## src/rtl/exe_div_ctrl_if.sv

```systemverilog
// Divide request/response bundle between the execute stage and the divide sequencer.
interface exe_div_ctrl_if #(
    parameter int DATA_WIDTH  = 32,
    parameter int RADDR_WIDTH = 5
);
    logic                   start_i;
    logic [2:0]             funct3_i;
    logic [DATA_WIDTH-1:0]  op1_i;
    logic [DATA_WIDTH-1:0]  op2_i;
    logic [RADDR_WIDTH-1:0] reg_waddr_i;
    logic                   flush_i;
    logic                   stall_o;
    logic                   valid_o;
    logic                   reg_we_o;
    logic [RADDR_WIDTH-1:0] reg_waddr_o;
    logic [DATA_WIDTH-1:0]  reg_wdata_o;

    modport master (
        output start_i, funct3_i, op1_i, op2_i, reg_waddr_i, flush_i,
        input  stall_o, valid_o, reg_we_o, reg_waddr_o, reg_wdata_o
    );

    modport slave (
        input  start_i, funct3_i, op1_i, op2_i, reg_waddr_i, flush_i,
        output stall_o, valid_o, reg_we_o, reg_waddr_o, reg_wdata_o
    );
endinterface

```

## src/rtl/exe_div_ctrl.sv

```systemverilog
// RV32M DIV/DIVU/REM/REMU sequencer: one restoring step per cycle, result strobe in DONE.
// Latency 33 cycles normal, 1 cycle for divide-by-zero / signed overflow; stalls the pipe meanwhile.
module exe_div_ctrl #(
    parameter int DATA_WIDTH  = 32,
    parameter int RADDR_WIDTH = 5,
    parameter int CNT_WIDTH   = 5
) (
    input  logic           clk_i,
    input  logic           rst_n_i,
    exe_div_ctrl_if.slave  bus
);
    localparam logic [DATA_WIDTH-1:0] MIN_NEG = {1'b1, {(DATA_WIDTH-1){1'b0}}};
    localparam logic [CNT_WIDTH-1:0]  LAST    = CNT_WIDTH'(DATA_WIDTH - 1);

    typedef enum logic [1:0] {IDLE, CALC, DONE} state_t;

    state_t                 state;
    logic [CNT_WIDTH-1:0]   cnt_q;
    logic [DATA_WIDTH-1:0]  rem_q, quo_q, dvs_q, wdata_q;
    logic [RADDR_WIDTH-1:0] raddr_q, waddr_q;
    logic                   neg_quo_q, neg_rem_q, sel_rem_q, valid_q;

    logic [DATA_WIDTH:0]    rem_sh;
    logic                   ge;
    logic [DATA_WIDTH-1:0]  rem_nx, quo_nx, res_fin;
    logic                   is_signed, s1, s2;
    logic [DATA_WIDTH-1:0]  abs1, abs2;

    // The shifted partial remainder can exceed DATA_WIDTH bits, hence the wide compare.
    always_comb begin
        rem_sh  = {rem_q, quo_q[DATA_WIDTH-1]};
        ge      = rem_sh >= {1'b0, dvs_q};
        rem_nx  = ge ? (rem_sh[DATA_WIDTH-1:0] - dvs_q) : rem_sh[DATA_WIDTH-1:0];
        quo_nx  = {quo_q[DATA_WIDTH-2:0], ge};
        res_fin = sel_rem_q ? (neg_rem_q ? -rem_nx : rem_nx)
                            : (neg_quo_q ? -quo_nx : quo_nx);
    end

    always_comb begin
        is_signed = ~bus.funct3_i[0];
        s1        = is_signed & bus.op1_i[DATA_WIDTH-1];
        s2        = is_signed & bus.op2_i[DATA_WIDTH-1];
        abs1      = s1 ? -bus.op1_i : bus.op1_i;
        abs2      = s2 ? -bus.op2_i : bus.op2_i;
    end

    assign bus.stall_o     = rst_n_i & (((state == IDLE) & bus.start_i & ~bus.flush_i)
                                        | (state == CALC));
    // A flush landing on the DONE cycle must still suppress the write.
    assign bus.valid_o     = valid_q & ~bus.flush_i;
    assign bus.reg_we_o    = valid_q & ~bus.flush_i;
    assign bus.reg_waddr_o = waddr_q;
    assign bus.reg_wdata_o = wdata_q;

    always_ff @(posedge clk_i or negedge rst_n_i) begin
        if (!rst_n_i) begin
            state     <= IDLE;
            cnt_q     <= '0;
            rem_q     <= '0;
            quo_q     <= '0;
            dvs_q     <= '0;
            wdata_q   <= '0;
            raddr_q   <= '0;
            waddr_q   <= '0;
            neg_quo_q <= 1'b0;
            neg_rem_q <= 1'b0;
            sel_rem_q <= 1'b0;
            valid_q   <= 1'b0;
        end else if (bus.flush_i) begin
            state   <= IDLE;
            cnt_q   <= '0;
            valid_q <= 1'b0;
            wdata_q <= '0;
            waddr_q <= '0;
        end else begin
            case (state)
                IDLE: begin
                    if (bus.start_i) begin
                        raddr_q   <= bus.reg_waddr_i;
                        sel_rem_q <= bus.funct3_i[1];
                        neg_quo_q <= s1 ^ s2;
                        neg_rem_q <= s1;
                        dvs_q     <= abs2;
                        cnt_q     <= '0;
                        if (bus.op2_i == '0) begin
                            state   <= DONE;
                            valid_q <= 1'b1;
                            waddr_q <= bus.reg_waddr_i;
                            wdata_q <= bus.funct3_i[1] ? bus.op1_i : '1;
                        end else if (is_signed && bus.op1_i == MIN_NEG && bus.op2_i == '1) begin
                            state   <= DONE;
                            valid_q <= 1'b1;
                            waddr_q <= bus.reg_waddr_i;
                            wdata_q <= bus.funct3_i[1] ? '0 : MIN_NEG;
                        end else begin
                            state <= CALC;
                            rem_q <= '0;
                            quo_q <= abs1;
                        end
                    end
                end
                CALC: begin
                    rem_q <= rem_nx;
                    quo_q <= quo_nx;
                    if (cnt_q == LAST) begin
                        state   <= DONE;
                        cnt_q   <= '0;
                        valid_q <= 1'b1;
                        waddr_q <= raddr_q;
                        wdata_q <= res_fin;
                    end else begin
                        cnt_q <= cnt_q + 1'b1;
                    end
                end
                DONE: begin
                    state   <= IDLE;
                    valid_q <= 1'b0;
                    wdata_q <= '0;
                    waddr_q <= '0;
                end
                default: state <= IDLE;
            endcase
        end
    end
endmodule
```

## src/flat_wrapper.sv

```systemverilog
// flat-port wrapper written by rule: the top's interface ports become plain ports
module exe_div_ctrl_flat 
#(
    parameter int DATA_WIDTH  = 32,
    parameter int RADDR_WIDTH = 5,
    parameter int CNT_WIDTH   = 5
)
  (clk_i, rst_n_i, bus_start_i, bus_funct3_i, bus_op1_i, bus_op2_i, bus_reg_waddr_i, bus_flush_i, bus_stall_o, bus_valid_o, bus_reg_we_o, bus_reg_waddr_o, bus_reg_wdata_o);
  exe_div_ctrl_if #(.DATA_WIDTH(DATA_WIDTH), .RADDR_WIDTH(RADDR_WIDTH)) bus_i ();
  input  logic clk_i;
  input  logic rst_n_i;
  input wire logic [$bits(bus_i.start_i)-1:0] bus_start_i;
  input wire logic [$bits(bus_i.funct3_i)-1:0] bus_funct3_i;
  input wire logic [$bits(bus_i.op1_i)-1:0] bus_op1_i;
  input wire logic [$bits(bus_i.op2_i)-1:0] bus_op2_i;
  input wire logic [$bits(bus_i.reg_waddr_i)-1:0] bus_reg_waddr_i;
  input wire logic [$bits(bus_i.flush_i)-1:0] bus_flush_i;
  output wire logic [$bits(bus_i.stall_o)-1:0] bus_stall_o;
  output wire logic [$bits(bus_i.valid_o)-1:0] bus_valid_o;
  output wire logic [$bits(bus_i.reg_we_o)-1:0] bus_reg_we_o;
  output wire logic [$bits(bus_i.reg_waddr_o)-1:0] bus_reg_waddr_o;
  output wire logic [$bits(bus_i.reg_wdata_o)-1:0] bus_reg_wdata_o;
  assign bus_i.start_i = bus_start_i;
  assign bus_i.funct3_i = bus_funct3_i;
  assign bus_i.op1_i = bus_op1_i;
  assign bus_i.op2_i = bus_op2_i;
  assign bus_i.reg_waddr_i = bus_reg_waddr_i;
  assign bus_i.flush_i = bus_flush_i;
  assign bus_stall_o = bus_i.stall_o;
  assign bus_valid_o = bus_i.valid_o;
  assign bus_reg_we_o = bus_i.reg_we_o;
  assign bus_reg_waddr_o = bus_i.reg_waddr_o;
  assign bus_reg_wdata_o = bus_i.reg_wdata_o;
  exe_div_ctrl #(.DATA_WIDTH(DATA_WIDTH), .RADDR_WIDTH(RADDR_WIDTH), .CNT_WIDTH(CNT_WIDTH)) u_core (.clk_i(clk_i), .rst_n_i(rst_n_i), .bus(bus_i));
endmodule
```

## config.mk

```make
export PLATFORM = sky130hd
export DESIGN_NAME = exe_div_ctrl_flat
export DESIGN_NICKNAME = d
export VERILOG_FILES = /design/src/rtl/exe_div_ctrl_if.sv /design/src/rtl/exe_div_ctrl.sv /design/src/flat_wrapper.sv
export SDC_FILE = /design/constraint.sdc
export NUM_CORES = 1
export LEC_CHECK = 0
export ABC_CLOCK_PERIOD_IN_PS = 12700
export CORE_MARGIN = 4
export CORE_UTILIZATION = 58
export DETAILED_ROUTE_END_ITERATION = 8
export HOLD_SLACK_MARGIN = 0.15
export PLACE_DENSITY = 0.81
export SLEW_MARGIN = 20
export SYNTH_ARGS = -nofsm -noshare
export SYNTH_HDL_FRONTEND = slang
export SYNTH_SLANG_ARGS = --single-unit
```

## constraint.sdc

```tcl
create_clock -name clk_i -period 12.7 [get_ports clk_i]
set_clock_uncertainty 0.2 [all_clocks]
set_input_delay 2.54 -clock clk_i [delete_from_list [all_inputs] [get_ports clk_i]]
set_output_delay 2.54 -clock clk_i [all_outputs]
set_load 0.02 [all_outputs]
```

==> impl_results.md, run 1 <==
* Status: completed
* Clock transition at the registers of the reported paths at 0.07 ns
* Die Width at 154 um
* Final worst-path cycle share at 59.2%
* Register-to-Register Setup Slack at 5.72 ns
* Critical path arrival at 4.78 ns
* Area of the die at 23600 sq um
* Gp weighted congestion at 0.963
* Setup bufs post-CTS at 0
* CTS tree: yes
* Crit-path cells: clkdlybuf4s50_1 > and3b_1 > o21a_1 > clkdlybuf4s50_1
* CTS H-Tree Depth at 4
* Top cell type's share of synthesized area at 30.3%
* CORE AREA at 21000 sq um
* Hold Vio Cnt, Final at 0
* Clk_lat worst skew at 0.44 ns
* Max-capacitance violation count at 0
* Root Driver: clkbuf_16
* Setup TNS at 0 ns
* Leakage Power at 5.91 nW
* Count leader, synth: nand2_1
* Final net count at 1767
* Remaining antenna violation count after routing at 0
* Sequential share of power at 27.8%
* Avg WL per Cell at 19.7 um
* Clock Path Buffers at 2
* Synth area leaders: dfrtp_1 (30%), nand2_1 (7.3%), o21ai_0 (7.2%), a21oi_1 (5.6%), xnor2_1 (4.6%)
* Slowest stage cell, crit path: clkdlybuf4s50_1
* CP top delay family: buffers and inverters
* Synth warn at 0
* Crit path largest cell delay at 0.80 ns
* Drt initial violations at 1193
* Post-synth ARST share at 100%
* Num CTS Buffers at 17
* Sw Pwr at 1.35 mW
* N_diodes at 0
* FF+latch count, synth at 149
* Final WL at 38100 um
* Synth-to-layout area growth at 14.0%
* Clock power share at 17.4%
* Final min period at 7.52 ns
* Crit path launch type: primary input
* Number of flops mapped to enable cells by yosys at 0
* Post-DP HPWL at 28100 um
* Top cells by count, synth: nand2_1 (238), o21ai_0 (177), dfrtp_1 (149)
* Vias in the first global route at 11600
* Initial Utilization at 58.8%
* Worst setup EP type: output pin
* Mapped Cells at 1596
* Global-route wire length before repair at 60800 um
* # IOs at 116
* Mapped Avg Cell Area at 7.71 sq um
* Switching Fraction at 48.3%
* Maximum vdd drop at 162 uV
* Synth unique cells at 82
* Initial antenna violation count at 0
* Row count at 53
* Most used cell, CP: clkdlybuf4s50_1
* Max Slew Vio Count at 0
* DRC viols at 0
* Power Density at 199 nW/um^2
* Worst Path Max Fanout at 22
* Synth Cell Area at 12300 sq um
* Worst slew pin tran at 1.09 ns
* Critical path data required time at 9.96 ns
* DP Area at 13500 sq um
* Hold buffer count at cts at 0
* Crit path buffers/inverters at 2
* GRT Total Usage at 31.6%
* Hold Crit Class: reg2reg
* Critical path class: in2out
* RSZ-0062 raised after global routing: false
* Post-CTS sizing at 0
* Post-synthesis sequential area ratio at 30.3%
* Pin count of the biggest net entering global routing at 97
* Sink Count at 149
* Internal power at 1.45 mW
* Die Span Y at 154 um
* Syn_nets at 1715
* Total grt overflow at 0
* Vias at 12300
* Port Buf Inserts at 114
* Main synth FF type: dfrtp_1
* Endpoints failing setup at 0
* Fmax at 133 MHz
* Gate power share at 54.8%
* Drt first pass iters at 6
* Normalized max-slew margin at 27.6%
* Via-per-instance ratio at 6.36
* Layout cells sized above 1 at 4.58%
* Cell taking the most area after synthesis: dfrtp_1
* Fillers at 1839
* Fin area at 14000 sq um
## metrics by stage
stage               total power [mW]  setup WS [ns]  hold slack [ns]  util (%)  instances
global placement                2.25           5.21            0.253      64.4       1904
detailed placement              2.28           5.20            0.263      64.4       1904
global route                    3.00           5.05            0.299      67.0       1936
floorplan                       1.84           6.48            0.238         -       1596
finish                          2.80           5.18            0.277      67.0       1936
CTS                             2.78           5.18            0.280      67.0       1936
## logic make-up (layout without fill, tap and decap cells)
| logic type | after synthesis | count (layout) | share of synthesized area, % |
|---|---|---|---|
| compound gates | 529 | 529 | 26.7 |
| fa+ha+maj | 43 | 43 | 4.43 |
| xor+xnor | 129 | 129 | 9.18 |
| buf+inv | 153 | 218 | 5.23 |
| flops | 149 | 149 | 30.3 |
| mux | 30 | 30 | 2.57 |
| simple gates | 563 | 563 | 21.6 |
## layer usage
metal | global-route usage (%) | share of wire (%) | vias up
met2 | 51.1 | 47 | 492
met5 | 0 | 0 | -
met1 | 43.7 | 43 | 5903
met4 | 10.6 | 2.8 | 0
li1 | - | - | 5849
met3 | 4.70 | 7.2 | 71
## cells in the final DEF (no fill, tap or decap), types with 15 or more instances in the layout
cell / count
clkdlybuf4s50_1: 113
o21ai_0: 177
a21o_1: 20
a22oi_1: 16
o31ai_1: 34
ha_1: 41
or3_1: 18
nand4_1: 24
and2_1: 15
nor3_1: 32
nand3_1: 19
a21oi_1: 138
inv_1: 58
nor2_1: 113
clkbuf_16: 17
dfrtp_1: 149
nand2b_1: 25
mux2i_1: 23
nand2_1: 238
xor2_1: 64
xnor2_1: 65
## worst reg2reg max path: stages, from the launching register on
cell,delay (ns)
dfrtp_1,0.45
inv_1,0.08
ha_1,0.49
nand3_1,0.17
a21oi_2,0.26
o211ai_1,0.22
a2111oi_2,0.56
o31a_1,0.22
buf_4,0.41
inv_4,0.36
a21oi_1,0.37
ha_1,0.35
nand3b_1,0.14
or3_1,0.34
or3_1,0.34
mux2i_1,0.35
o221ai_1,0.34
or2_1,0.38
o41ai_2,0.39
xor2_1,0.13
a211o_1,0.31
nand3_1,0.07
## area by class of cell
class	instances	area, sq um	share of cell area (%)
tap	275	344	2.45
clock inverter	13	113	0.802
inverter	60	228	1.62
sequential	149	3730	26.6
timing repair buffer	126	1230	8.78
clock buffer	19	433	3.09
multi-input combinational	1294	7950	56.7
## sequential cells by signal (all words and copies together) (netlist names)
register	cells
u_core.neg_quo_q	1
u_core.sel_rem_q	1
u_core.valid_q	1
u_core.dvs_q	32
u_core.neg_rem_q	1
u_core.rem_q	32
u_core.state	2
u_core.bus.reg_wdata_o	32
u_core.cnt_q	5
u_core.quo_q	32
u_core.raddr_q	5
u_core.bus.reg_waddr_o	5
## power groups by stage
stage                     Combinational (mW)  Sequential (mW)  Clock (mW)
final                                   1.53            0.779       0.487
after detailed placement                1.50            0.780           0
after floorplan                         1.07            0.770           0
after CTS                               1.51            0.773       0.490
after global placement                  1.47            0.775           0
after global routing                    1.69            0.798       0.512
## path summary, 6_finish.rpt
path | startpoint | cells past startpoint | endpoint
setup / recovery | bus_flush_i | 4 | bus_stall_o
hold / removal | u_core.raddr_q[2] | 2 | u_core.raddr_q[2]
setup reg to reg | u_core.dvs_q[3] | 21 | u_core.bus.reg_wdata_o[28]
hold reg to reg | u_core.raddr_q[2] | 2 | u_core.raddr_q[2]
max in group asynchronous | rst_n_i | 2 | u_core.quo_q[0]
min in group asynchronous | rst_n_i | 1 | u_core.rem_q[8]
Note: power is estimated with default switching activity, not from simulation.
==> run 2: changes to the inputs <==
- ABC_CLOCK_PERIOD_IN_PS: 12700 -> 7700
- clock period: 12.7 -> 7.7 ns (I/O delays scaled with it)
==> impl_results.md, run 2 (synthesis results as in run 1) <==
* Maximum vdd drop at 294 uV (+81%)
* Worst Path Max Fanout at 30 (+36%)
* Post-DP HPWL at 27700 um (-1.6%)
* R2R Path Start: u_core.dvs_q[4]
* Commonest non-fill, non-tap cell in the layout: nand2_1
* Port Buf Inserts at 114 (unchanged)
* Setup bufs post-CTS at 0 (unchanged)
* Clk_lat worst skew at 0.44 ns (about the same)
* Initial Utilization at 58.8% (unchanged)
* Critical path data required time at 7.87 ns (-2.09 ns)
* Gp weighted congestion at 0.982 (+2.0%)
* Final net count at 1769 (+0.11%)
* Avg WL per Cell at 19.4 um (-1.5%)
* Row count at 53 (unchanged)
* Sink Count at 149 (unchanged)
* Final WL at 37600 um (-1.4%)
* Area of the die at 23600 sq um (unchanged)
* Drt initial violations at 1208 (+1.3%)
* Root Driver: clkbuf_16
* Hold Crit Class: reg2reg
* Total grt overflow at 0 (unchanged)
* Hold path start: u_core.raddr_q[2]
* Endpoints failing setup at 0 (unchanged)
* Global-route wire length before repair at 61100 um (+0.56%)
* Most Crowded Layer GR: met2
* Via-per-instance ratio at 6.38 (+0.25%)
* GRT Total Usage at 31.6% (about the same)
* RSZ-0062 raised after global routing: false
* Pre-CTS WS at 1.35 ns (-3.85 ns)
* Highest-count cells in the layout ignoring fill and taps: nand2_1 (238), o21ai_0 (177), dfrtp_1 (149)
* Met1 usage at 43.8% (+0.095 points)
* CP Launch Point: u_core.dvs_q[4]
* Post-CTS sizing at 0 (unchanged)
* Critical path class: reg2reg
* Hold buffer count at cts at 0 (unchanged)
* Vias in the first global route at 11600 (+0.17%)
* Initial antenna violation count at 0 (unchanged)
* Max Slew Vio Count at 0 (unchanged)
* Synth-to-layout area growth at 14.5%
* Setup TNS at 0 ns (unchanged)
* CTS H-Tree Depth at 4 (unchanged)
* Worst slew pin tran at 1.07 ns (-0.0166 ns)
* Met2 GRT Util at 50.5% (-0.56 points)
* Die Width at 154 um (unchanged)
* Worst setup EP type: flip-flop
* Fin cells at 1938 (+0.10%)
* Inst Count DP at 1906 (+0.11%)
* CORE AREA at 21000 sq um (unchanged)
* Status: completed
* N_diodes at 0 (unchanged)
* Vias at 12400 (+0.36%)
* GR Util met3 at 5.29% (+0.59 points)
* Clock transition at the registers of the reported paths at 0.07 ns (about the same)
* Leakage Power at 5.94 nW (+0.49%)
* Post-layout util at 67.2% (+0.28 points)
* Clock Path Buffers at 2 (unchanged)
* Power Density at 331 nW/um^2 (+66%)
* Slack of the critical path at 1.21 ns (-3.96 ns)
* Num CTS Buffers at 17 (unchanged)
* Drt first pass iters at 5 (-1)
* Final min period at 6.49 ns
* Die Span Y at 154 um (unchanged)
* Power, Total at 4.66 mW (+67%)
* Critical path arrival at 6.66 ns (+1.88 ns)
* DRC viols at 0 (unchanged)
* Crit path launch type: flip-flop
* CTS tree: yes
* Normalized max-slew margin at 28.7% (+1.1 points)
* Layout cells sized above 1 at 4.81% (+0.24 points)
* # IOs at 116 (unchanged)
* Remaining antenna violation count after routing at 0 (unchanged)
* Fmax at 154 MHz
* Hold Vio Cnt, Final at 0 (unchanged)
* Final worst-path cycle share at 84.2%
* Max-capacitance violation count at 0 (unchanged)
* Pin count of the biggest net entering global routing at 83 (-14%)
## run 2: cell count changes in the layout (fill, tap and decap cells not counted), sizes merged
cell	change
clkinvlp	+1
clkinv	-1
bufinv	+1
clkbuf	-1
buf	+2
## run 2: path summary, 6_finish.rpt
kind | slack, ns | endpoint | cells after the start
min | 0.28 | u_core.raddr_q[2] | 2
max in group asynchronous | 5.30 | u_core.rem_q[4] | 2
min in group asynchronous | 0.77 | u_core.dvs_q[6] | 1
min reg2reg | 0.28 | u_core.raddr_q[2] | 2
max | 1.21 | u_core.bus.reg_wdata_o[28] | 22
max reg2reg | 1.21 | u_core.bus.reg_wdata_o[28] | 22
## run 2: layout make-up
cell class | count | area [sq um]
multi-input cells | 1294 | 7950
fillers | 1820 | 6860
flip-flops and latches | 149 | 3730
repair buffers | 128 | 1260
clock buffers | 18 | 439
well taps | 275 | 344
inverters | 60 | 228
clock inverters | 14 | 138
## run 2: routing by layer
| layer | wire, um | part of all wire [%] |
|---|---|---|
| met5 | 0 | 0 |
| met1 | 16100 | 43 |
| met3 | 2920 | 7.8 |
| met4 | 1060 | 2.8 |
| met2 | 17500 | 46 |
## run 2: worst max-delay path, stage by stage, from the launching register on
cell,delay [ns]
dfrtp_1,0.44
inv_1,0.08
ha_1,0.40
a21oi_2,0.21
nand2_1,0.16
o211ai_1,0.39
a2111oi_2,0.19
o31a_1,0.39
inv_4,0.24
buf_4,0.37
nor2_1,0.07
a21oi_1,0.25
ha_1,0.33
nand3b_1,0.13
or3_1,0.35
or3_1,0.32
mux2i_1,0.34
o221ai_1,0.31
or2_1,0.36
o41ai_2,0.38
xor2_1,0.13
a211o_1,0.32
nand3_1,0.07
## run 2: stage by stage
stage | instance area [sq um] | hold WS (ns)
after detailed placement | 13500 | 0.263
final | 14100 | 0.276
after global routing | 14100 | 0.302
after floorplan | 12300 | 0.238
after CTS | 14100 | 0.280
after global placement | 13500 | 0.256
## run 2: where the power goes
group	switching, mW	leakage (nW)	total [mW]	internal [mW]
combinational	1.59	3.70	2.53	0.945
sequential	0.256	1.96	1.28	1.03
clock	0.382	0.272	0.843	0.461
==> RTL edit: new RTL, config.mk and constraints of run 1 <==
`CNT_WIDTH` is set to 5 in 2 places; all go to 10.
--- a/src/rtl/exe_div_ctrl.sv
+++ b/src/rtl/exe_div_ctrl.sv
@@ -3,7 +3,7 @@
 module exe_div_ctrl #(
     parameter int DATA_WIDTH  = 32,
     parameter int RADDR_WIDTH = 5,
-    parameter int CNT_WIDTH   = 5
+    parameter int CNT_WIDTH   = 10
 ) (
     input  logic           clk_i,
     input  logic           rst_n_i,
--- a/src/flat_wrapper.sv
+++ b/src/flat_wrapper.sv
@@ -3,7 +3,7 @@
 #(
     parameter int DATA_WIDTH  = 32,
     parameter int RADDR_WIDTH = 5,
-    parameter int CNT_WIDTH   = 5
+    parameter int CNT_WIDTH   = 10
 )
   (clk_i, rst_n_i, bus_start_i, bus_funct3_i, bus_op1_i, bus_op2_i, bus_reg_waddr_i, bus_flush_i, bus_stall_o, bus_valid_o, bus_reg_we_o, bus_reg_waddr_o, bus_reg_wdata_o);
   exe_div_ctrl_if #(.DATA_WIDTH(DATA_WIDTH), .RADDR_WIDTH(RADDR_WIDTH)) bus_i ();
Formal check against the unedited RTL: no difference found for any inputs over 4 cycles, from zero or initial values and one cycle with rst_n_i low; that may be too few to reach the edited logic, so the function may still have changed.
==> RTL edit against run 1 <==
Sequential share of layout area decreased by 0.52 points; final area increased by 5.4%; count of clock-buffer cells in the layout decreased by 2; total power increased by 61%; maximum frequency increased by 2.9%; area after synthesis increased by 5.2%; non-clock buffer count increased by 1; setup slack improved by 0.21 ns; via count increased by 6.2%; wire length increased by 5.6%; global-route usage increased by 0.56 points; sequential cell count increased by 5; combinational power increased by 100%; critical path type unchanged.
==> RTL edit: results (changes against run 1) <==
global_route.usage.met3_pct: 7.53  # +2.8 points
num-nonclk-inverters: 59  # -1.7%
clock_buffers: 17  # -2
vias_per_cell: 6.47  # +1.8%
min_from: "u_core.bus.reg_wdata_o[9]"
seq_cell_count: 154  # +3.4%
clockNetworkAreaShare_pct: 4.23  # +0.34 points
postCtsSetupBuffers: 0  # unchanged
diodes: 0  # unchanged
whs_ns: 0.278  # +0.000274 ns
leakagePower_nw: 6.06  # +2.6%
max_stage_delay_ns: 0.76  # -0.04 ns
ff2ff_path_depth: 16  # -24%
syn_nets: 1800  # +5.0%
max_slew_margin_pct: 37.5  # +9.9 points
yosysTopAreaCellShare_pct: 29.8  # -0.52 points
drt_iter0_drc: 1299  # +8.9%
layout-drive-gt1-share_pct: 5.46  # +0.88 points
synthTopCellsByCount: "nand2_1, o21ai_0, dfrtp_1"
wl_per_cell_um: 19.9  # +1.2%
routabilityCongestion: 0.984  # +2.2%
synthCells: 1682  # +5.4%
multi_input_area_share_pct: 57.5  # +0.79 points
synth_area_leaders: "dfrtp_1, nand2_1, o21ai_0"
min_to: "u_core.bus.reg_wdata_o[9]"
peakVddDrop_mv: 0.176  # +8.3%
arrival_ns: 4.57  # -0.21 ns
signal_buffers: 127  # +0.79%
grt_pass1_vias: 12000  # +3.8%
r2r_start: "u_core.rem_q[17]"
path_max_fanout: 17  # -23%
seqAreaFraction_pct: 26.1  # -0.52 points
grt_use_total_pct: 32.1  # +0.56 points
synth_seq_area_share_pct: 29.8  # -0.52 points
synth.distinct_cells: 91  # +11%
fillers: 1870  # +1.7%
grt_first_pass_wirelength_um: 63800  # +5.0%
r2r_setup_slack_ns: 6.43  # +0.71 ns
row_count: 54  # +1.9%
wl_met2_um: 18300  # +2.2%
status: "completed"
met1_length_um: 17100  # +4.5%
hpwl_um: 29100  # +3.6%
grt_use_met1_pct: 44.2  # +0.45 points
nMultiInputCombCells: 1368  # +5.7%
wl_met3_um: 3560  # +29%
grt_max_degree: 90  # -7.2%
grt_use_met2_pct: 50.6  # -0.54 points
nonClkBufAreaFrac_pct: 8.38  # -0.40 points
worstReg2RegEnd: "u_core.bus.reg_wdata_o[30]"
RTL edit: cell count changes in the layout (fill, tap and decap cells not counted), moves of 9 or more:
cell and delta:
nand3_1 +20, mux2i_1 +10, a21oi_1 -20, o31ai_1 +26, o21ai_1 -9
RTL edit: kinds of logic after synthesis:
| group | share of synthesized area, % |
|---|---|
| AND/OR/NAND/NOR | 23.5 |
| adder cells (fa/ha/maj) | 4.12 |
| AO/OA/AOI/OAI | 26.2 |
| XOR/XNOR | 8.73 |
| buffers and inverters | 4.85 |
| flip-flops | 29.8 |
| multiplexers | 2.90 |
RTL edit: stage by stage:
stage	worst slack, ns	area, um2
after floorplan	6.21	12900
after global placement	5.38	14200
after detailed placement	5.42	14200
after CTS	5.39	14800
after global routing	5.23	14800
final	5.39	14800
RTL edit: power breakdown:
part | switching (mW) | internal, mW | leakage, nW
clock network | 0.253 | 0.303 | 0.305
registers | 0.216 | 0.666 | 2.03
logic | 1.94 | 1.13 | 3.73
